==> config.mk <==
export PLATFORM = sky130hd
export DESIGN_NAME = axi_slave_read
export DESIGN_NICKNAME = d
export VERILOG_FILES = /design/src/rtl/axi_pkg.sv /design/src/rtl/axi_addr.sv /design/src/rtl/sfifo.sv /design/src/rtl/axi_slave_read.sv
export SDC_FILE = /design/constraint.sdc
export NUM_CORES = 1
export LEC_CHECK = 0
export CORE_ASPECT_RATIO = 2
export CORE_MARGIN = 2
export CORE_UTILIZATION = 40
export DETAILED_ROUTE_END_ITERATION = 10
export DONT_BUFFER_PORTS = 1
export PLACE_DENSITY_LB_ADDON = 0.15
export SYNTH_ARGS = -nofsm -noshare
export SYNTH_HDL_FRONTEND = slang
export SYNTH_SLANG_ARGS = --single-unit
==> constraint.sdc <==
create_clock -name S_AXI_ACLK -period 3.9 [get_ports S_AXI_ACLK]
set_input_delay 0.585 -clock S_AXI_ACLK [delete_from_list [all_inputs] [get_ports S_AXI_ACLK]]
set_output_delay 0.585 -clock S_AXI_ACLK [all_outputs]
set_load 0.01 [all_outputs]
==> src/rtl/axi_pkg.sv <==
// Shared AXI encodings: burst types and read response codes.
package axi_pkg;
  typedef enum logic [1:0] {
    BURST_FIXED = 2'b00,
    BURST_INCR  = 2'b01,
    BURST_WRAP  = 2'b10,
    BURST_RSVD  = 2'b11
  } axi_burst_e;

  typedef enum logic [1:0] {
    RESP_OKAY   = 2'b00,
    RESP_EXOKAY = 2'b01,
    RESP_SLVERR = 2'b10,
    RESP_DECERR = 2'b11
  } axi_resp_e;
endpackage

==> src/rtl/axi_addr.sv <==
// Next-beat address for an AXI burst (FIXED / INCR / WRAP, reserved as INCR).
module axi_addr
  import axi_pkg::*;
#(
  parameter int AW = 6
) (
  input  logic [AW-1:0] i_last_addr,
  input  logic [2:0]    i_size,
  input  logic [1:0]    i_burst,
  input  logic [7:0]    i_len,
  output logic [AW-1:0] o_next_addr
);
  logic [AW-1:0] w_incr, w_wrap_mask;

  assign w_incr = AW'(1'b1) << i_size;
  // Legal WRAP lengths make the window a power of two, so size-1 is a mask.
  assign w_wrap_mask = ((AW'(i_len) + AW'(1'b1)) << i_size) - AW'(1'b1);

  // Select the address update for the burst type.
  always_comb begin
    o_next_addr = i_last_addr + w_incr;
    case (axi_burst_e'(i_burst))
      BURST_FIXED: o_next_addr = i_last_addr;
      BURST_WRAP:  o_next_addr = (i_last_addr & ~w_wrap_mask) |
                                 ((i_last_addr + w_incr) & w_wrap_mask);
      default:     o_next_addr = i_last_addr + w_incr;
    endcase
  end
endmodule

==> src/rtl/sfifo.sv <==
// Synchronous first-word-fall-through FIFO; a push is accepted while full
// if a pop happens in the same cycle.
module sfifo #(
  parameter int BW     = 10,
  parameter int LGFLEN = 4
) (
  input  logic          i_clk,
  input  logic          i_reset,
  input  logic          i_wr,
  input  logic [BW-1:0] i_data,
  output logic          o_full,
  input  logic          i_rd,
  output logic [BW-1:0] o_data,
  output logic          o_empty
);
  localparam logic [LGFLEN:0] PTR_ONE = (LGFLEN+1)'(1'b1);

  logic [BW-1:0] r_mem [0:(1<<LGFLEN)-1];
  logic [LGFLEN:0] r_wptr, r_rptr;
  logic w_wr, w_rd;

  assign w_rd    = i_rd && !o_empty;
  assign w_wr    = i_wr && (!o_full || w_rd);
  assign o_empty = (r_wptr == r_rptr);
  assign o_full  = (r_wptr[LGFLEN] != r_rptr[LGFLEN]) &&
                   (r_wptr[LGFLEN-1:0] == r_rptr[LGFLEN-1:0]);
  assign o_data  = r_mem[r_rptr[LGFLEN-1:0]];

  // Read/write pointers; the extra MSB separates full from empty.
  always_ff @(posedge i_clk) begin
    if (i_reset) begin
      r_wptr <= '0;
      r_rptr <= '0;
    end else begin
      if (w_wr) r_wptr <= r_wptr + PTR_ONE;
      if (w_rd) r_rptr <= r_rptr + PTR_ONE;
    end
  end

  // Storage array, deliberately without reset.
  always_ff @(posedge i_clk) begin
    if (w_wr) r_mem[r_wptr[LGFLEN-1:0]] <= i_data;
  end
endmodule

==> src/rtl/axi_slave_read.sv <==
// AXI4 read slave that splits each burst into single AXI-lite reads and
// reassembles the responses with ID and RLAST from a burst FIFO.
module axi_slave_read
  import axi_pkg::*;
#(
  parameter int C_S_AXI_ID_WIDTH   = 2,
  parameter int C_S_AXI_DATA_WIDTH = 32,
  parameter int C_S_AXI_ADDR_WIDTH = 6,
  parameter int LGFIFO             = 4
) (
  input  logic                          S_AXI_ACLK,
  input  logic                          S_AXI_ARESET,
  input  logic                          S_AXI_ARVALID,
  output logic                          S_AXI_ARREADY,
  input  logic [C_S_AXI_ID_WIDTH-1:0]   S_AXI_ARID,
  input  logic [C_S_AXI_ADDR_WIDTH-1:0] S_AXI_ARADDR,
  input  logic [7:0]                    S_AXI_ARLEN,
  input  logic [2:0]                    S_AXI_ARSIZE,
  input  logic [1:0]                    S_AXI_ARBURST,
  input  logic                          S_AXI_ARLOCK,
  input  logic [3:0]                    S_AXI_ARCACHE,
  input  logic [2:0]                    S_AXI_ARPROT,
  input  logic [3:0]                    S_AXI_ARQOS,
  output logic                          S_AXI_RVALID,
  input  logic                          S_AXI_RREADY,
  output logic [C_S_AXI_ID_WIDTH-1:0]   S_AXI_RID,
  output logic [C_S_AXI_DATA_WIDTH-1:0] S_AXI_RDATA,
  output logic [1:0]                    S_AXI_RRESP,
  output logic                          S_AXI_RLAST,
  output logic [C_S_AXI_ADDR_WIDTH-1:0] M_AXI_ARADDR,
  output logic [2:0]                    M_AXI_ARPROT,
  output logic                          M_AXI_ARVALID,
  input  logic                          M_AXI_ARREADY,
  input  logic [C_S_AXI_DATA_WIDTH-1:0] M_AXI_RDATA,
  input  logic [1:0]                    M_AXI_RRESP,
  input  logic                          M_AXI_RVALID,
  output logic                          M_AXI_RREADY
);
  localparam int IW = C_S_AXI_ID_WIDTH;
  localparam int DW = C_S_AXI_DATA_WIDTH;
  localparam int AW = C_S_AXI_ADDR_WIDTH;
  localparam int FW = IW + 8;

  logic          r_mvalid;
  logic [7:0]    r_beats_left, r_len, r_bcnt;
  logic [AW-1:0] r_maddr;
  logic [2:0]    r_size, r_prot;
  logic [1:0]    r_burst, r_rresp;
  logic          r_svalid, r_rlast;
  logic [IW-1:0] r_rid;
  logic [DW-1:0] r_rdata;

  logic          w_s_arready, w_ar_hs, w_mar_hs, w_mr_hs, w_last_beat;
  logic          w_fifo_full, w_fifo_empty, w_unused;
  logic [FW-1:0] w_head;
  logic [AW-1:0] w_next_addr;

  assign w_s_arready = !S_AXI_ARESET && !w_fifo_full &&
                       (!r_mvalid || (r_beats_left == 8'd0 && M_AXI_ARREADY));
  assign w_ar_hs     = S_AXI_ARVALID && w_s_arready;
  assign w_mar_hs    = r_mvalid && M_AXI_ARREADY;
  assign w_mr_hs     = M_AXI_RVALID && M_AXI_RREADY;
  assign w_last_beat = (r_bcnt == w_head[7:0]);
  assign w_unused    = &{1'b0, S_AXI_ARLOCK, S_AXI_ARCACHE, S_AXI_ARQOS, w_fifo_empty};

  assign S_AXI_ARREADY = w_s_arready;
  assign M_AXI_ARVALID = r_mvalid;
  assign M_AXI_ARADDR  = r_maddr;
  assign M_AXI_ARPROT  = r_prot;
  assign M_AXI_RREADY  = !r_svalid || S_AXI_RREADY;
  assign S_AXI_RVALID  = r_svalid;
  assign S_AXI_RID     = r_rid;
  assign S_AXI_RDATA   = r_rdata;
  assign S_AXI_RRESP   = r_rresp;
  assign S_AXI_RLAST   = r_rlast;

  sfifo #(.BW(FW), .LGFLEN(LGFIFO)) u_burst_fifo (
    .i_clk   (S_AXI_ACLK),
    .i_reset (S_AXI_ARESET),
    .i_wr    (w_ar_hs),
    .i_data  ({S_AXI_ARID, S_AXI_ARLEN}),
    .o_full  (w_fifo_full),
    .i_rd    (w_mr_hs && w_last_beat),
    .o_data  (w_head),
    .o_empty (w_fifo_empty)
  );

  axi_addr #(.AW(AW)) u_next_addr (
    .i_last_addr (r_maddr),
    .i_size      (r_size),
    .i_burst     (r_burst),
    .i_len       (r_len),
    .o_next_addr (w_next_addr)
  );

  // AR issue control: a new burst takes priority over retiring the last beat.
  always_ff @(posedge S_AXI_ACLK) begin
    if (S_AXI_ARESET) begin
      r_mvalid     <= 1'b0;
      r_beats_left <= 8'd0;
    end else if (w_ar_hs) begin
      r_mvalid     <= 1'b1;
      r_beats_left <= S_AXI_ARLEN;
    end else if (w_mar_hs) begin
      if (r_beats_left != 8'd0) r_beats_left <= r_beats_left - 8'd1;
      else r_mvalid <= 1'b0;
    end
  end

  // Burst attributes and the walking address.
  always_ff @(posedge S_AXI_ACLK) begin
    if (w_ar_hs) begin
      r_maddr <= S_AXI_ARADDR;
      r_len   <= S_AXI_ARLEN;
      r_size  <= S_AXI_ARSIZE;
      r_burst <= S_AXI_ARBURST;
      r_prot  <= S_AXI_ARPROT;
    end else if (w_mar_hs && r_beats_left != 8'd0) begin
      r_maddr <= w_next_addr;
    end
  end

  // R handshake control and beat counting against the head burst length.
  always_ff @(posedge S_AXI_ACLK) begin
    if (S_AXI_ARESET) begin
      r_svalid <= 1'b0;
      r_rlast  <= 1'b0;
      r_bcnt   <= 8'd0;
    end else if (w_mr_hs) begin
      r_svalid <= 1'b1;
      r_rlast  <= w_last_beat;
      r_bcnt   <= w_last_beat ? 8'd0 : r_bcnt + 8'd1;
    end else if (S_AXI_RREADY) begin
      r_svalid <= 1'b0;
    end
  end

  // R payload, captured with each returned AXI-lite beat.
  always_ff @(posedge S_AXI_ACLK) begin
    if (w_mr_hs) begin
      r_rdata <= M_AXI_RDATA;
      r_rresp <= M_AXI_RRESP;
      r_rid   <= w_head[FW-1:8];
    end
  end
endmodule
# After elaboration in Yosys (flattened, before gate mapping)
# Memory sizes are Yosys's and may differ from the RTL's. A register that Yosys moved wholly into a read port is not among the register bits.
# Index checks and enable logic that the tools add are counted.
# word_totals
mem_count,1
output_inout_bits,50
mem_bits_rw,160
ff_bits,85
# mem_list
name,depth,width,read_ports,rd_ports_with_merged_regs,wr,line_no,source
u_burst_fifo.r_mem,16,10,1,1,1,sfifo.sv:18,logic [BW-1:0] r_mem [0:(1<<LGFLEN)-1];
# op_classes
n_eq_ne,7
n_addsub,7
muxes,16
bitwise_logic,4
shift,2
reduce_logical,29
# op_table
cell,n
two-way mux 8 bit,4
AND 6 bit,2
two-way mux 6 bit,2
one-hot mux 6 bit (2 select lines),1
logical AND 1 bit,11
adder 5 x 1 -> 5 bit (second input constant),2
adder 8 x 1 -> 8 bit (second input constant),1
equality test 8 bit,1
zero test 8 bit,1
two-way mux 4 bit,2
nonzero test 2 bit,4
nonzero test 8 bit,1
subtractor 8 x 1 -> 8 bit (second input constant),1
two-way mux 1 bit,7
adder 6 x 1 -> 6 bit (second input constant),1
adder 6 bit,1
NOT 6 bit,1
bitwise OR 6 bit,1
AND reduction 2 bit,3
left shift 1 x 3 -> 6 bit (first input constant),1
left shift 6 x 3 -> 6 bit,1
subtractor 6 x 1 -> 6 bit (second input constant),1
equality test 5 bit,1
zero test 1 bit,5
7 further kinds,9

# Longest topological paths before layout
# depth
depth_word,9
mapped_depth,11

# Hierarchy
# Synthesis repeated with hierarchy kept, for this count alone.
# hier_totals
cells_unflattened,620
area_unflattened_um2,10670.2
# modules_own_cells
module,n_inst,seq_area_each_um2,cells_per_inst,area_each_um2
sfifo,1,5084.9,309,6934.2
axi_slave_read,1,2122.0,203,3004.1
axi_addr,1,0.0,108,732.0

# Worst setup path before layout
# OpenSTA, ideal clock, no wires.
# synth_path
path_kind,flip-flop to flip-flop
start,register r_beats_left[0]
end,memory u_burst_fifo.r_mem[0][0] (enable)
setup_time_ns,0.390
period_less_slack_ns,3.245
stages_incl_launch_ff,11
t_arrival_ns,2.855
path_slack_ns,0.655
cell_sequence,dfxtp_1 > inv_1 > ha_1 > nor2b_1 > nand4_1 > a221oi_1 > nand2_1 > inv_1 > clkbuf_1 > nand2_1 > nor3_1
# synth_via
elab_chain_cells,8
# synth_rtl
item,line_no,source
start: declaration,axi_slave_read.sv:45,"logic [7:0] r_beats_left, r_len, r_bcnt;"
start signal: assignment,axi_slave_read.sv:105,if (r_beats_left != 8'd0) r_beats_left <= r_beats_left - 8'd1;
zero test 8 bit,axi_slave_read.sv:59,(!r_mvalid || (r_beats_left == 8'd0 && M_AXI_ARREADY));
logical AND 1 bit,axi_slave_read.sv:59,
logical OR 1 bit,axi_slave_read.sv:59,
logical AND 1 bit,axi_slave_read.sv:58,assign w_s_arready = !S_AXI_ARESET && !w_fifo_full &&
named net S_AXI_ARREADY,axi_slave_read.sv:14,"output logic S_AXI_ARREADY,"
logical AND 1 bit,axi_slave_read.sv:60,assign w_ar_hs = S_AXI_ARVALID && w_s_arready;
logical AND 1 bit,sfifo.sv:23,assign w_wr = i_wr && (!o_full || w_rd);
two-way mux 1 bit,sfifo.sv:42,if (w_wr) r_mem[r_wptr[LGFLEN-1:0]] <= i_data;
two-way mux 1 bit (implied by the code),sfifo.sv:42,
end: declaration,sfifo.sv:18,
# The timed path passes the listed nets, and every way through them passes these cells.

==> results.json <==
{
  "outcome": "complete, no violations",
  "peakVddDrop_uv": 325,
  "ys_top_cells_by_count": "edfxtp_1, nor2_1, nand2_1",
  "hold-path-cell-count": 1,
  "nets": 785,
  "muxShareOfSynthArea": 0.111,
  "synth_area_leaders": "edfxtp_1, mux4_2, dfxtp_1",
  "path_max_fanout": 13,
  "r2r_end": "u_burst_fifo.r_rptr[3]",
  "gr-usage-all-layers": 0.171,
  "antenna_found_initial": 0,
  "yosysUniqueCellTypes": 52,
  "leakagePower_nw": 3.74,
  "hpwl_mm": 16.4,
  "cts-resized-gates": 0,
  "grt_overflow_total": 0,
  "finalCritPeriodShare": 0.861,
  "fillers": 2264,
  "rows": 83,
  "htreeDepth": 1,
  "finalSetupViolCount": 0,
  "seqCellArea_sq_um": 7150,
  "synth-simple-area-share": 0.0766,
  "syn_area_sq_um": 10400,
  "coreArea_sq_um": 25700,
  "syn_avg_cell_area_sq_um": 15.4,
  "syn_to_final_growth_pct": 11.7,
  "fmax_ghz": 0.298,
  "cts_sinks": 249,
  "die_w_um": 118,
  "slew_viol_final": 0,
  "grt_max_degree": 44,
  "grt_pass1_vias": 5965,
  "cap_violations": 0,
  "cts_tree": "done",
  "die_y_um": 232,
  "die-area_sq_um": 27400,
  "synth_ff_type": "edfxtp_1",
  "cp.required_ns": 4.30,
  "synth_seq_cells": 249,
  "root_buffer": "clkbuf_16",
  "setup-tns-final_ns": 0,
  "synth_edf_count": 216,
  "wl_per_cell_um": 22.3,
  "cts_buffer_depth": 3,
  "clk_pin_slew_worst_paths_ns": 0.06,
  "start_kind": "flip-flop",
  "drc": 0,
  "syn_nets": 762,
  "period_needed_ns": 3.36,
  "reg2regPathDepth": 9,
  "vias": 5729,
  "io_pins": 123,
  "drtPass1Iterations": 4,
  "drive_gt1_frac": 0.147,
  "hp-class": "primary input to flip-flop",
  "yosysMostFrequentCell": "edfxtp_1",
  "path_class": "flip-flop to flip-flop",
  "hold_viol": 0,
  "antenna_left": 0,
  "synth_cells": 674,
  "cts_buffers": 23,
  "synth_xor_area_frac": 0.0329,
  "hold_buffers": 0,
  "multiInputGateArea_sq_um": 3040,
  "initial_core_util": 0.405,
  "grt_pass1_wl_mm": 35.1,
  "synth_top_family_by_area": "multiplexers",
  "antenna_cells": 0,
  "ys_seq_area_frac": 0.688,
  "endpoint_kind": "flip-flop",
  "slew_headroom": 0.542,
  "crit_end": "u_burst_fifo.r_rptr[3]",
  "tightest_slew_ns": 0.683,
  "fin_util": 0.452,
  "port_buffers": 0,
  "power_density_nw_per_um2": 463,
  "synth-adder-area-share": 0.0188,
  "via_per_inst": 5.45,
  "post_cts_buffers": 0,
  "routabilityCongestion": 0.833,
  "synthArstFlopShare": 0,
  "synth_top_area_frac": 0.624,
  "skew_ns": 0.00989,
  "grt_setup_unrepaired": "no",
  "synth_compound_area_frac": 0.0535,
  "yosysWarnings": 0,
  "arrival_ns": 3.75,
  "yosys.area.top_type": "edfxtp_1",
  "wl_mm": 23.4,
  "drtIter0Drc": 284,
  "clk_latency_ns": 0.51,
  "r2r_slack_ns": 0.54
}
-- final cells by class --
| class | count | share of cell area |
|---|---|---|
| flip-flops and latches | 249 | 0.616 |
| multi-input cells | 379 | 0.262 |
| clock buffers | 31 | 0.0566 |
| well taps | 340 | 0.0367 |
| repair buffers | 29 | 0.0198 |
| inverters | 15 | 0.00485 |
| clock inverters | 9 | 0.00388 |
-- cells by family (layout without fill, tap and decap cells) --
kind of cell | count (synthesis) | after routing
AND/OR/NAND/NOR | 166 | 166
XOR/XNOR | 39 | 39
multiplexers | 70 | 70
adder cells (fa/ha/maj) | 15 | 15
buffers and inverters | 46 | 84
AO/OA/AOI/OAI | 89 | 89
flip-flops | 249 | 249
-- critical path, cell delays in order (launching register included) --
cell and delay, ns:
dfxtp_2 0.66, buf_4 0.30, mux4_2 0.52, mux2i_1 0.23, xnor2_1 0.11, o32ai_2 0.23
o21ai_2 0.15, nor4_4 0.50, nand4_1 0.17, mux2_1 0.35
-- per-layer routing --
layer	wire length [um]	share of wire	track usage
met1	8060	0.34	0.164
met4	843	0.036	0.0779
met3	1080	0.046	0.0327
met5	0	0	0
met2	13400	0.57	0.345
-- placed cells by master (no fill, tap or decap), types with 9 or more instances in the layout --
cell,count
xor2_1,17
nor2b_1,9
xnor2_1,22
nand2_1,46
edfxtp_1,216
mux4_2,34
dfxtp_1,32
mux2i_1,29
a21oi_1,31
inv_1,11
buf_4,28
clkbuf_16,24
o21ai_0,23
nor3_1,16
nand3_1,10
nor2_1,50
ha_1,14
nand4_1,9
-- registers in the layout, indices dropped and copies added (netlist names), 2 cells and up, named ones only --
name                 flops
S_AXI_RID                2
u_burst_fifo.r_mem     160
u_burst_fifo.r_wptr      5
S_AXI_RRESP              2
M_AXI_ARPROT             3
r_bcnt                   8
r_size                   3
u_burst_fifo.r_rptr      5
r_beats_left             8
r_len                    6
S_AXI_RDATA             32
r_burst                  2
-- metrics by stage --
step                      power, mW  hold WS, ns  instances  setup slack (ns)  cell area [sq um]
after floorplan                3.24        0.446        674             0.655              10400
after global placement         3.29        0.452       1012             0.455              10900
after detailed placement       3.30        0.458       1012             0.441              10900
after CTS                      5.43        0.111       1052             0.446              11600
after global routing           5.56        0.117       1052             0.320              11600
final                          5.37        0.134       1052             0.544              11600
-- worst min-delay path by stage --
stage,slack (ns),endpoint,startpoint
3_5_place_dp,0.46,r_beats_left[7],r_beats_left[7]
6_report,0.13,S_AXI_RVALID,S_AXI_ARESET
3_3_place_gp,0.45,r_beats_left[7],r_beats_left[7]
4_1_cts,0.11,S_AXI_RVALID,S_AXI_ARESET
5_1_grt,0.12,r_bcnt[1],S_AXI_ARESET
2_1_floorplan,0.45,r_beats_left[7],r_beats_left[7]
-- where the power goes --
part / internal, mW / switching (mW) / leakage (nW)
Sequential: 2.96 / 0.0588 / 2.25
Clock: 1.18 / 0.948 / 0.340
Combinational: 0.0856 / 0.135 / 1.16
Power figures use the tool's default switching activity.
